### src/rtl/adf4350_loader.sv
// ADF4350 serial programming engine: shifts six 32-bit shadow words (R5..R0, or R0 only)
// MSB-first on D_CLK/D_OUT and latches each with a D_LE pulse. All pins are registered.
module adf4350_loader #(
  parameter int unsigned CLK_DIV  = 4,
  parameter int unsigned LE_WIDTH = 4
) (
  input  logic        CLK,
  input  logic        RST,
  input  logic        WR_EN,
  input  logic [2:0]  WR_ADDR,
  input  logic [31:0] WR_DATA,
  input  logic        START,
  input  logic        QUICK,
  output logic        BUSY,
  output logic        DONE,
  output logic        D_CLK,
  output logic        D_OUT,
  output logic        D_LE
);

  typedef enum logic [2:0] {
    IDLE, LOAD, SHIFT_LO, SHIFT_HI, LE_SETUP, LE_HIGH, LE_GAP, FINISH
  } state_t;

  localparam logic [7:0] DIV_LAST = 8'(CLK_DIV - 1);
  localparam logic [7:0] LE_LAST  = 8'(LE_WIDTH - 1);

  state_t           state_q, state_d;
  logic [5:0][31:0] shadow_q;
  logic [31:0]      sr_q, sr_d;
  logic [7:0]       cnt_q, cnt_d;
  logic [4:0]       bit_q, bit_d;
  logic [2:0]       ptr_q, ptr_d;
  logic             busy_q, done_q, dclk_q, dout_q, dle_q;
  logic [7:0]       cnt_last;
  logic             tick;
  logic [31:0]      load_word;

  always_ff @(posedge CLK or negedge RST) begin
    if (!RST) begin
      for (int i = 0; i < 6; i++) shadow_q[i] <= {29'd0, 3'(i)};
    end else if (WR_EN && (WR_ADDR < 3'd6)) begin
      shadow_q[WR_ADDR] <= {WR_DATA[31:3], WR_ADDR};
    end
  end

  // A write to the word being loaded this cycle wins over the stored shadow value.
  assign load_word = (WR_EN && (WR_ADDR == ptr_q)) ? {WR_DATA[31:3], ptr_q} : shadow_q[ptr_q];

  assign cnt_last = (state_q == LE_HIGH || state_q == LE_GAP) ? LE_LAST : DIV_LAST;
  assign tick     = (cnt_q == cnt_last);

  always_comb begin
    state_d = state_q;
    sr_d    = sr_q;
    cnt_d   = cnt_q;
    bit_d   = bit_q;
    ptr_d   = ptr_q;
    case (state_q)
      IDLE: begin
        if (START) begin
          ptr_d   = QUICK ? 3'd0 : 3'd5;
          state_d = LOAD;
        end
      end
      LOAD: begin
        sr_d    = load_word;
        bit_d   = '0;
        cnt_d   = '0;
        state_d = SHIFT_LO;
      end
      SHIFT_LO, LE_SETUP, LE_HIGH: begin
        cnt_d = tick ? 8'd0 : cnt_q + 8'd1;
        if (tick) begin
          case (state_q)
            SHIFT_LO: state_d = SHIFT_HI;
            LE_SETUP: state_d = LE_HIGH;
            default:  state_d = LE_GAP;
          endcase
        end
      end
      SHIFT_HI: begin
        cnt_d = tick ? 8'd0 : cnt_q + 8'd1;
        if (tick) begin
          sr_d    = {sr_q[30:0], 1'b0};
          bit_d   = bit_q + 5'd1;
          state_d = (bit_q == 5'd31) ? LE_SETUP : SHIFT_LO;
        end
      end
      LE_GAP: begin
        cnt_d = tick ? 8'd0 : cnt_q + 8'd1;
        if (tick) begin
          if (ptr_q == 3'd0) begin
            state_d = FINISH;
          end else begin
            ptr_d   = ptr_q - 3'd1;
            state_d = LOAD;
          end
        end
      end
      FINISH:  state_d = IDLE;
      default: state_d = IDLE;
    endcase
  end

  // Pins are registered from the next state so they line up with the state they describe.
  always_ff @(posedge CLK or negedge RST) begin
    if (!RST) begin
      state_q <= IDLE;
      sr_q    <= '0;
      cnt_q   <= '0;
      bit_q   <= '0;
      ptr_q   <= '0;
      busy_q  <= 1'b0;
      done_q  <= 1'b0;
      dclk_q  <= 1'b0;
      dout_q  <= 1'b0;
      dle_q   <= 1'b0;
    end else begin
      state_q <= state_d;
      sr_q    <= sr_d;
      cnt_q   <= cnt_d;
      bit_q   <= bit_d;
      ptr_q   <= ptr_d;
      busy_q  <= (state_d != IDLE) && (state_d != FINISH);
      done_q  <= (state_d == FINISH);
      dclk_q  <= (state_d == SHIFT_HI);
      dout_q  <= ((state_d == SHIFT_LO) || (state_d == SHIFT_HI)) && sr_d[31];
      dle_q   <= (state_d == LE_HIGH);
    end
  end

  assign BUSY  = busy_q;
  assign DONE  = done_q;
  assign D_CLK = dclk_q;
  assign D_OUT = dout_q;
  assign D_LE  = dle_q;

endmodule

### config.mk
export PLATFORM = sky130hd
export DESIGN_NAME = adf4350_loader
export DESIGN_NICKNAME = d
export VERILOG_FILES = /design/src/rtl/adf4350_loader.sv
export SDC_FILE = /design/constraint.sdc
export NUM_CORES = 1
export LEC_CHECK = 0
export CORE_UTILIZATION = 61
export CTS_CLUSTER_DIAMETER = 200
export DETAILED_ROUTE_END_ITERATION = 10
export PLACE_DENSITY = 0.84
export SETUP_SLACK_MARGIN = 0.1
export SLEW_MARGIN = 0
export SYNTH_ARGS = -nofsm -noshare
export SYNTH_HDL_FRONTEND = slang
export SYNTH_SLANG_ARGS = --single-unit
### constraint.sdc
create_clock -name CLK -period 2.9 [get_ports CLK]
set_input_delay 0.58 -clock CLK [delete_from_list [all_inputs] [get_ports CLK]]
set_output_delay 0.58 -clock CLK [all_outputs]
set_load 0.01 [all_outputs]
==> results of run 1 <==
[how the worst max path moves through the flow]
stage              endpoint  slack (ns)  depth (start not counted)      from
4_1_cts            sr_q[10]        0.54                          7  cnt_q[0]
5_1_grt                D_LE        0.30                          6  cnt_q[0]
2_1_floorplan          BUSY        0.63                         10  ptr_q[0]
3_5_place_dp    shadow_q[5]        0.38                          5     WR_EN
6_report           sr_q[10]        0.51                          7  cnt_q[0]
3_3_place_gp   shadow_q[79]        0.41                          6     WR_EN
[power groups by stage]
stage | clock network (mW) | logic (mW) | registers (mW)
3_3_place_gp | 0 | 1.10 | 4.31
4_1_cts | 3.60 | 1.17 | 4.30
6_report | 3.57 | 1.16 | 4.30
2_1_floorplan | 0 | 0.857 | 4.25
3_5_place_dp | 0 | 1.15 | 4.35
5_1_grt | 3.75 | 1.27 | 4.36
[cell families after synthesis]
group                      count (synthesis)  synth area share, %
xor gates and xnor gates                   5                0.384
adders and majority gates                  5                0.549
AOI/OAI and AO/OA                        167                 9.41
muxes                                    239                 26.4
DFF                                      248                 54.5
and+or+nand+nor                          132                 6.08
buffers and inverters                     69                 2.62
[metrics by stage]
| stage | setup slack (ns) | util [%] | hold slack [ns] |
|---|---|---|---|
| after global placement | 0.414 | 67.1 | 0.463 |
| final | 0.510 | 72.2 | 0.0232 |
| after floorplan | 0.635 | - | 0.284 |
| after detailed placement | 0.383 | 67.1 | 0.475 |
| after global routing | 0.300 | 72.2 | 0.0761 |
| after CTS | 0.538 | 72.2 | 0.0484 |
[registers in the layout, indices dropped and copies added, names as in the netlist]
name      cells
sr_q         32
BUSY          1
D_CLK         1
cnt_q         8
bit_q         5
D_OUT         1
state_q       3
DONE          1
shadow_q    192
ptr_q         3
D_LE          1
[routing by layer]
metal | track usage, % | vias to the layer above
li1 | - | 3268
met1 | 34.2 | 3802
met2 | 46.3 | 196
met3 | 3.63 | 40
met4 | 8.54 | 0
met5 | 0 | -
[cell type report]
type | instances | area, µm² | share of cell area, %
well taps | 229 | 287 | 2.19
clock inverters | 11 | 169 | 1.29
clock buffers | 36 | 759 | 5.80
repair buffers | 64 | 726 | 5.54
inverters | 8 | 30.0 | 0.229
multi-input cells | 548 | 4910 | 37.5
flip-flops and latches | 248 | 6220 | 47.5
[placed cells by master (no fill, tap or decap), types with 9 or more instances in the layout]
cell type / count
clkdlybuf4s50_1: 40
o21ai_0: 62
mux4_2: 32
mux2i_1: 31
dfrtp_1: 240
buf_4: 12
buf_12: 11
o211ai_1: 31
nand2_1: 54
clkbuf_16: 27
nand2b_1: 9
o21ai_1: 9
a22oi_1: 30
nor2_1: 10
mux2_2: 173
nor2b_1: 10
==> flow_summary.ini, run 1 <==
[yosys]
synth_cells = 865
ys.flop_type = dfrtp_1
synth_top_cell_by_area = dfrtp_1
synthArstFlopShare_pct = 100
yosysSeqAreaShare_pct = 54.5
yosys-top-cells-count = dfrtp_1, mux2_2, o21ai_0
ys_ff_latch = 248
synth_area_um2 = 11400
synth-edff-count = 0
ys_types = 57
yosysMostFrequentCell = dfrtp_1
synth_area_leaders = dfrtp_1, mux2_2, mux4_2
netlist.area_leader.share_pct = 52.9
ys.warnings.count = 0
synth_nets = 910
syn_avg_cell_area_um2 = 13.2

[timing]
setup_tns_ns = 0
slew_viol_final = 0
period_share_pct = 82.4
slew_headroom_pct = 52.8
fin_crit_ns = 2.39
worstMarginPinSlew_ns = 0.707
fin_worst_skew_ns = 0.00994
finalHoldViolCount = 0
setup_viol = 0
rsz0062_at_grt = false
fmax_ghz = 0.418

[grt]
grt_max_degree = 76
globalRouteOverflowTotal = 0
antenna_found_initial = 0
grt_pass1_wl_um = 40400
track_usage_pct = 26.4
grt_pass1_vias = 7669

[route]
dr_total_vias = 7306
vias_per_cell = 6.39
ant_nets = 0
top_layer_used = met4
dr.pass1.iters = 8
dr.first_iter.drc_count = 529
met3_length_um = 1090
drcViolationCount = 5
wl_met1_um = 10300
wl_met2_um = 12300
wire_per_inst_um = 21.1
wirelength_um = 24100

[placed_design]
port_buffers = 41
place_area_um2 = 12200
dpl.hpwl_um = 13600
place_congestion = 0.792
dp_cells = 1097

[run_status]
status = finished, violations left
violations = design-rule violations

[floorplan]
dieArea_um2 = 19200
die-width_um = 139
core-area_um2 = 18100
num_rows = 49
die_y_um = 139
ios = 45
start_util_pct = 62.8

[critical_path]
worstPathRequired_ns = 3.28
startpoint_type = flop
critPathKind = reg2reg
critPathMaxFanout = 29
slowest_delay_ns = 0.63
worstReg2RegStart = cnt_q[0]
critPathArrivalTime_ns = 2.77
r2r_setup_slack_ns = 0.51
end_kind = flop
cp_slowest_cell = or4b_1
path_cells = ha_1 > or4b_1 > nor4_4 > nor2_2 > buf_4 > a22oi_1 > o21ai_0
crit_buf_inv = 1
rr_endpoint = sr_q[10]
worst_path_dominant_cell_family = simple AND/OR/NAND/NOR gates
rr_worst_depth = 7

[layout]
nFillCells = 1182
antenna_cells = 0
syn_to_final_growth_pct = 14.9
drive_gt1_share_pct = 32.2
final_nets = 941
finalNonFillerCells = 1144
final_area_um2 = 13100

[power_and_ir_drop]
power.net_switching_mw = 2.10
leakage_nw = 5.72
swShare_pct = 23.2
combPwrFrac_pct = 12.8
powerDensity_nw_per_um2 = 689
p_total_mw = 9.03
pwr-share-clk_pct = 39.5
irDropWorstVdd_mv = 0.574
intPower_mw = 6.93
p_seq_share_pct = 47.7

[clock_tree]
post_cts_resized = 0
cts_sinks = 248
post_cts_buffers = 0
clock_latency_ns = 0.52
cts_buffers = 26
clockRootBuffer = clkbuf_16
clk_pin_slew_ns = 0.06
cts_tree = done
cts_buffer_depth = 3
cts_hold_buf = 0
htree_levels = 1

[hold_path]
hp-class = in2async

[run]
cap_violations = 0
Note: power is estimated with default switching activity, not from simulation.
==> run 2: changes to the inputs <==
==> constraint.sdc (replaced) <==
create_clock -name CLK -period 2.2 [get_ports CLK]
set_input_delay 0.44 -clock CLK [delete_from_list [all_inputs] [get_ports CLK]]
set_output_delay 0.44 -clock CLK [all_outputs]
set_load 0.01 [all_outputs]
==> flow_summary.ini, run 2 (synthesis gave the netlist of run 1 again) <==
[route]
dr_total_vias = 7686
wirelength_um = 25900
vias_per_cell = 6.42
drcViolationCount = 8
dr.pass1.iters = 8
ant_nets = 0
wire_per_inst_um = 21.6
dr.first_iter.drc_count = 534

[timing]
rsz0062_at_grt = true
period_share_pct = 97.4
finalHoldViolCount = 0
fin_crit_ns = 2.14
fin_worst_skew_ns = 0.0264
setup_tns_ns = 0
slew_headroom_pct = 62.4
slew_viol_final = 0
worstMarginPinSlew_ns = 0.560
fmax_ghz = 0.467
setup_viol = 0

[layout]
syn_to_final_growth_pct = 21.2
finalCoreUtilization_pct = 76.1
drive_gt1_share_pct = 39.3
seq_area_um2 = 6220
largest-register = shadow_q
layout_commonest_cell = dfrtp_1
reg_top3 = shadow_q: 192 flops, sr_q: 32 flops, cnt_q: 8 flops
finalNonFillerCells = 1198
largest_register_ffs = 192
antenna_cells = 0
mostFrequentLayoutCells = dfrtp_1, mux2_2, nand2_1, buf_4, o21ai_0
multi_input_area_um2 = 5100
final_nets = 994
nFillCells = 1050

[floorplan]
core-area_um2 = 18100
num_rows = 49
dieArea_um2 = 19200
ios = 45
die-width_um = 139
die_y_um = 139
start_util_pct = 62.8

[power_and_ir_drop]
leakage_nw = 6.08
p_seq_share_pct = 48.2
swShare_pct = 23.5
intPower_mw = 9.03
powerDensity_nw_per_um2 = 855
combPwrFrac_pct = 13.4
pwr-share-clk_pct = 38.4
irDropWorstVdd_mv = 0.682
power.net_switching_mw = 2.78

[run_status]
violations = design-rule violations
status = finished, violations left

[critical_path]
crit_buf_inv = 3
endpoint = sr_q[8]
rr_worst_depth = 8
path_cells = ha_2 > or4b_4 > buf_6 > buf_6 > nor4_4 > buf_12 > a22oi_2 > o21ai_1
cp_slowest_cell = or4b_4
cp_common_cell = buf_6
critPathKind = reg2reg
worstReg2RegStart = cnt_q[1]
slowest_delay_ns = 0.46
worst-path-stages = 8
critPathMaxFanout = 29
worst_path_dominant_cell_family = simple AND/OR/NAND/NOR gates
end_kind = flop
critPathArrivalTime_ns = 2.58
startpoint_type = flop
worstPathRequired_ns = 2.63
crit_start = cnt_q[1]
r2r_setup_slack_ns = 0.06
rr_endpoint = sr_q[8]

[placed_design]
dpl.hpwl_um = 15200
port_buffers = 41
dp_cells = 1133
place_congestion = 0.824

[grt]
globalRouteOverflowTotal = 0
antenna_found_initial = 1
grt_pass1_wl_um = 42200
track_usage_pct = 27.5
grt_max_degree = 68
grt_pass1_vias = 8047

[clock_tree]
clk_pin_slew_ns = 0.06
clockRootBuffer = clkbuf_16
htree_levels = 1
cts_buffers = 26
cts_buffer_depth = 3
clock_latency_ns = 0.54
cts_sinks = 248
cts_tree = done

[run]
cap_violations = 0

[hold_path]
hp-class = in2async
run 2: cell count changes in the layout (fill, tap and decap cells not counted), sizes merged:
cell,previous run,this run
buf,24,74
clkbuf,36,37
clkinvlp,4,1
dlygate4sd3,0,1
clkinv,5,10
run 2: how the worst min path moves through the flow:
stage / cells past startpoint / slack, ns / to / start
after floorplan: 0 / 0.14 / BUSY / RST
after global placement: 1 / 0.43 / cnt_q[2] / RST
after detailed placement: 1 / 0.43 / cnt_q[2] / RST
after CTS: 2 / 0.48 / shadow_q[28] / RST
after global routing: 2 / 0.51 / shadow_q[28] / RST
final: 2 / 0.47 / shadow_q[188] / RST
run 2: repair_timing:
action / 4_1_cts / 5_1_grt
resized for setup: 23 / 44
hold buffers: 1 / 0
setup buffers: 4 / 10
pin swaps: 5 / 8
endpoints found under the hold margin: 55 / 0
gates cloned: 2 / 1
endpoints found under the setup margin: 5 / 49
run 2: final cells by class:
class	instances	area share, %
Tap cell	229	2.07
Multi-Input combinational cell	548	36.9
Clock inverter	13	1.30
Inverter	8	0.217
Timing Repair Buffer	117	9.33
Clock buffer	35	5.17
Sequential cell	248	45.0
run 2: routing by layer:
layer  up-vias  track usage [%]  part of all wire (%)
met5         -                0                 0.035
met4         2             8.54                   2.4
met1      4048             37.0                    42
met3        56             3.42                   4.0
met2       195             47.0                    51
li1       3385                -                     -
run 2: stage by stage:
stage               instance area, µm²  power, mW  hold slack [ns]  worst slack, ns
floorplan                        11400       6.73            0.144            0.142
global placement                 12600       7.15            0.427          -0.0333
detailed placement               12600       7.29            0.432          -0.0672
CTS                              13600       11.8            0.481           0.0406
global route                     13800       12.2            0.507          -0.0309
finish                           13800       11.8            0.465           0.0570
run 2: power by group through the flow:
| stage | registers (mW) | logic (mW) | clock network (mW) |
|---|---|---|---|
| after floorplan | 5.60 | 1.13 | 0 |
| after global routing | 5.76 | 1.72 | 4.76 |
| after CTS | 5.67 | 1.58 | 4.58 |
| after global placement | 5.68 | 1.47 | 0 |
| after detailed placement | 5.74 | 1.55 | 0 |
| final | 5.69 | 1.58 | 4.54 |
==> run 3: changes to the inputs <==
--- a/config.mk
+++ b/config.mk
@@ -10,6 +10,7 @@
 export DETAILED_ROUTE_END_ITERATION = 10
 export PLACE_DENSITY = 0.84
 export SETUP_SLACK_MARGIN = 0.1
+export SKIP_LAST_GASP = 1
 export SLEW_MARGIN = 0
 export SYNTH_ARGS = -nofsm -noshare
 export SYNTH_HDL_FRONTEND = slang
==> flow_summary.ini, run 3 (synthesis gave the netlist of run 1 again) <==
[run_status]
status = finished, violations left
violations = design-rule violations

[timing]
fin_worst_skew_ns = 0.0253
slew_headroom_pct = 63.0
fmax_ghz = 0.470
rsz0062_at_grt = true
fin_crit_ns = 2.13
finalHoldViolCount = 0
period_share_pct = 96.7
worstMarginPinSlew_ns = 0.551
setup_viol = 0
setup_tns_ns = 0
slew_viol_final = 0

[layout]
layout_commonest_cell = dfrtp_1
final_nets = 994
nFillCells = 1055
final_area_um2 = 13800
largest-register = shadow_q
syn_to_final_growth_pct = 20.7
seq_area_um2 = 6220
multi_input_area_um2 = 5040
reg_top3 = shadow_q: 192 flops, sr_q: 32 flops, cnt_q: 8 flops
drive_gt1_share_pct = 38.2
antenna_cells = 0
finalNonFillerCells = 1198
largest_register_ffs = 192
mostFrequentLayoutCells = dfrtp_1, mux2_2, nand2_1, buf_4, o21ai_0

[route]
dr.first_iter.drc_count = 526
vias_per_cell = 6.39
wirelength_um = 25600
wire_per_inst_um = 21.3
drcViolationCount = 8
dr.pass1.iters = 10
ant_nets = 0
dr_total_vias = 7651

[placed_design]
dpl.hpwl_um = 15200
dp_cells = 1133
place_area_um2 = 12600
port_buffers = 41
place_congestion = 0.824

[power_and_ir_drop]
p_seq_share_pct = 48.2
leakage_nw = 6.07
irDropWorstVdd_mv = 0.681
pwr-share-clk_pct = 38.5
combPwrFrac_pct = 13.3
swShare_pct = 23.4
p_total_mw = 11.8
power.net_switching_mw = 2.76
intPower_mw = 9.03
powerDensity_nw_per_um2 = 857

[hold_path]
hp-class = in2async

[clock_tree]
clk_pin_slew_ns = 0.06
htree_levels = 1
cts_sinks = 248
clockRootBuffer = clkbuf_16
cts_buffer_depth = 3
cts_tree = done
clock_latency_ns = 0.54
cts_buffers = 26

[critical_path]
slowest_delay_ns = 0.46
cp_slowest_cell = or4b_4
r2r_setup_slack_ns = 0.07
end_kind = flop
worstPathRequired_ns = 2.62
startpoint_type = flop
worst_path_dominant_cell_family = simple AND/OR/NAND/NOR gates
critPathKind = reg2reg
critPathArrivalTime_ns = 2.54
path_cells = ha_2 > or4b_4 > buf_6 > nor4_4 > nor2_4 > clkbuf_16 > a22oi_1 > o21ai_1
critPathMaxFanout = 7
crit_buf_inv = 2

[floorplan]
ios = 45
die-width_um = 139
dieArea_um2 = 19200
die_y_um = 139
core-area_um2 = 18100
start_util_pct = 62.8
num_rows = 49

[grt]
antenna_found_initial = 1
grt_max_degree = 68
track_usage_pct = 27.5
globalRouteOverflowTotal = 0
grt_pass1_wl_um = 42200
grt_pass1_vias = 8047

[run]
cap_violations = 0
## run 3: changes by cell type in the layout (fill, tap and decap cells not counted)
cell / change
o21ai_0: +4
nor3_1: +1
a22oi_1: +10
a22oi_2: -10
o21ai_1: -4
nor3_2: -1
buf_4: +1
buf_6: -1
## run 3: cell type report
type	instances	share of cell area (%)
sequential	248	45.2
multi-input combinational	548	36.7
timing repair buffer	117	9.34
clock buffer	35	5.19
tap	229	2.08
clock inverter	13	1.30
inverter	8	0.218
## run 3: per-layer routing
layer,GRT usage [%],wire [µm],vias to the layer above
li1,-,-,3376
met1,37.0,10700,4011
met2,47.0,13000,206
met3,3.42,1150,56
met4,8.54,633,2
met5,0,9,-
## run 3: what timing repair did
item,CTS,global route
endpoints found under the hold margin,55,0
cloned,2,1
pin swaps,5,7
resized for setup,23,28
hold buffers,1,0
endpoints found under the setup margin,5,49
buffers inserted,4,10
## run 3: path summary, 6_finish.rpt
check	to	startpoint	cells after the start
min reg2reg	sr_q[0]	sr_q[0]	1
min in group CLK	sr_q[0]	sr_q[0]	1
max in group asynchronous	shadow_q[12]	RST	3
min	shadow_q[188]	RST	2
max reg2reg	sr_q[26]	cnt_q[1]	8
max	sr_q[26]	cnt_q[1]	8
## run 3: metrics by stage
step | utilization (%) | setup slack [ns] | hold WS (ns)
2_1_floorplan | - | 0.142 | 0.144
3_3_place_gp | 69.2 | -0.0333 | 0.427
3_5_place_dp | 69.2 | -0.0672 | 0.432
4_1_cts | 74.9 | 0.0406 | 0.481
5_1_grt | 75.8 | -0.0169 | 0.507
6_report | 75.8 | 0.0731 | 0.460
## run 3: power groups by stage
stage | clock (mW) | sequential, mW | combinational [mW]
5_1_grt | 4.75 | 5.76 | 1.71
4_1_cts | 4.58 | 5.67 | 1.58
3_5_place_dp | 0 | 5.74 | 1.55
3_3_place_gp | 0 | 5.68 | 1.47
6_report | 4.53 | 5.68 | 1.57
2_1_floorplan | 0 | 5.60 | 1.13
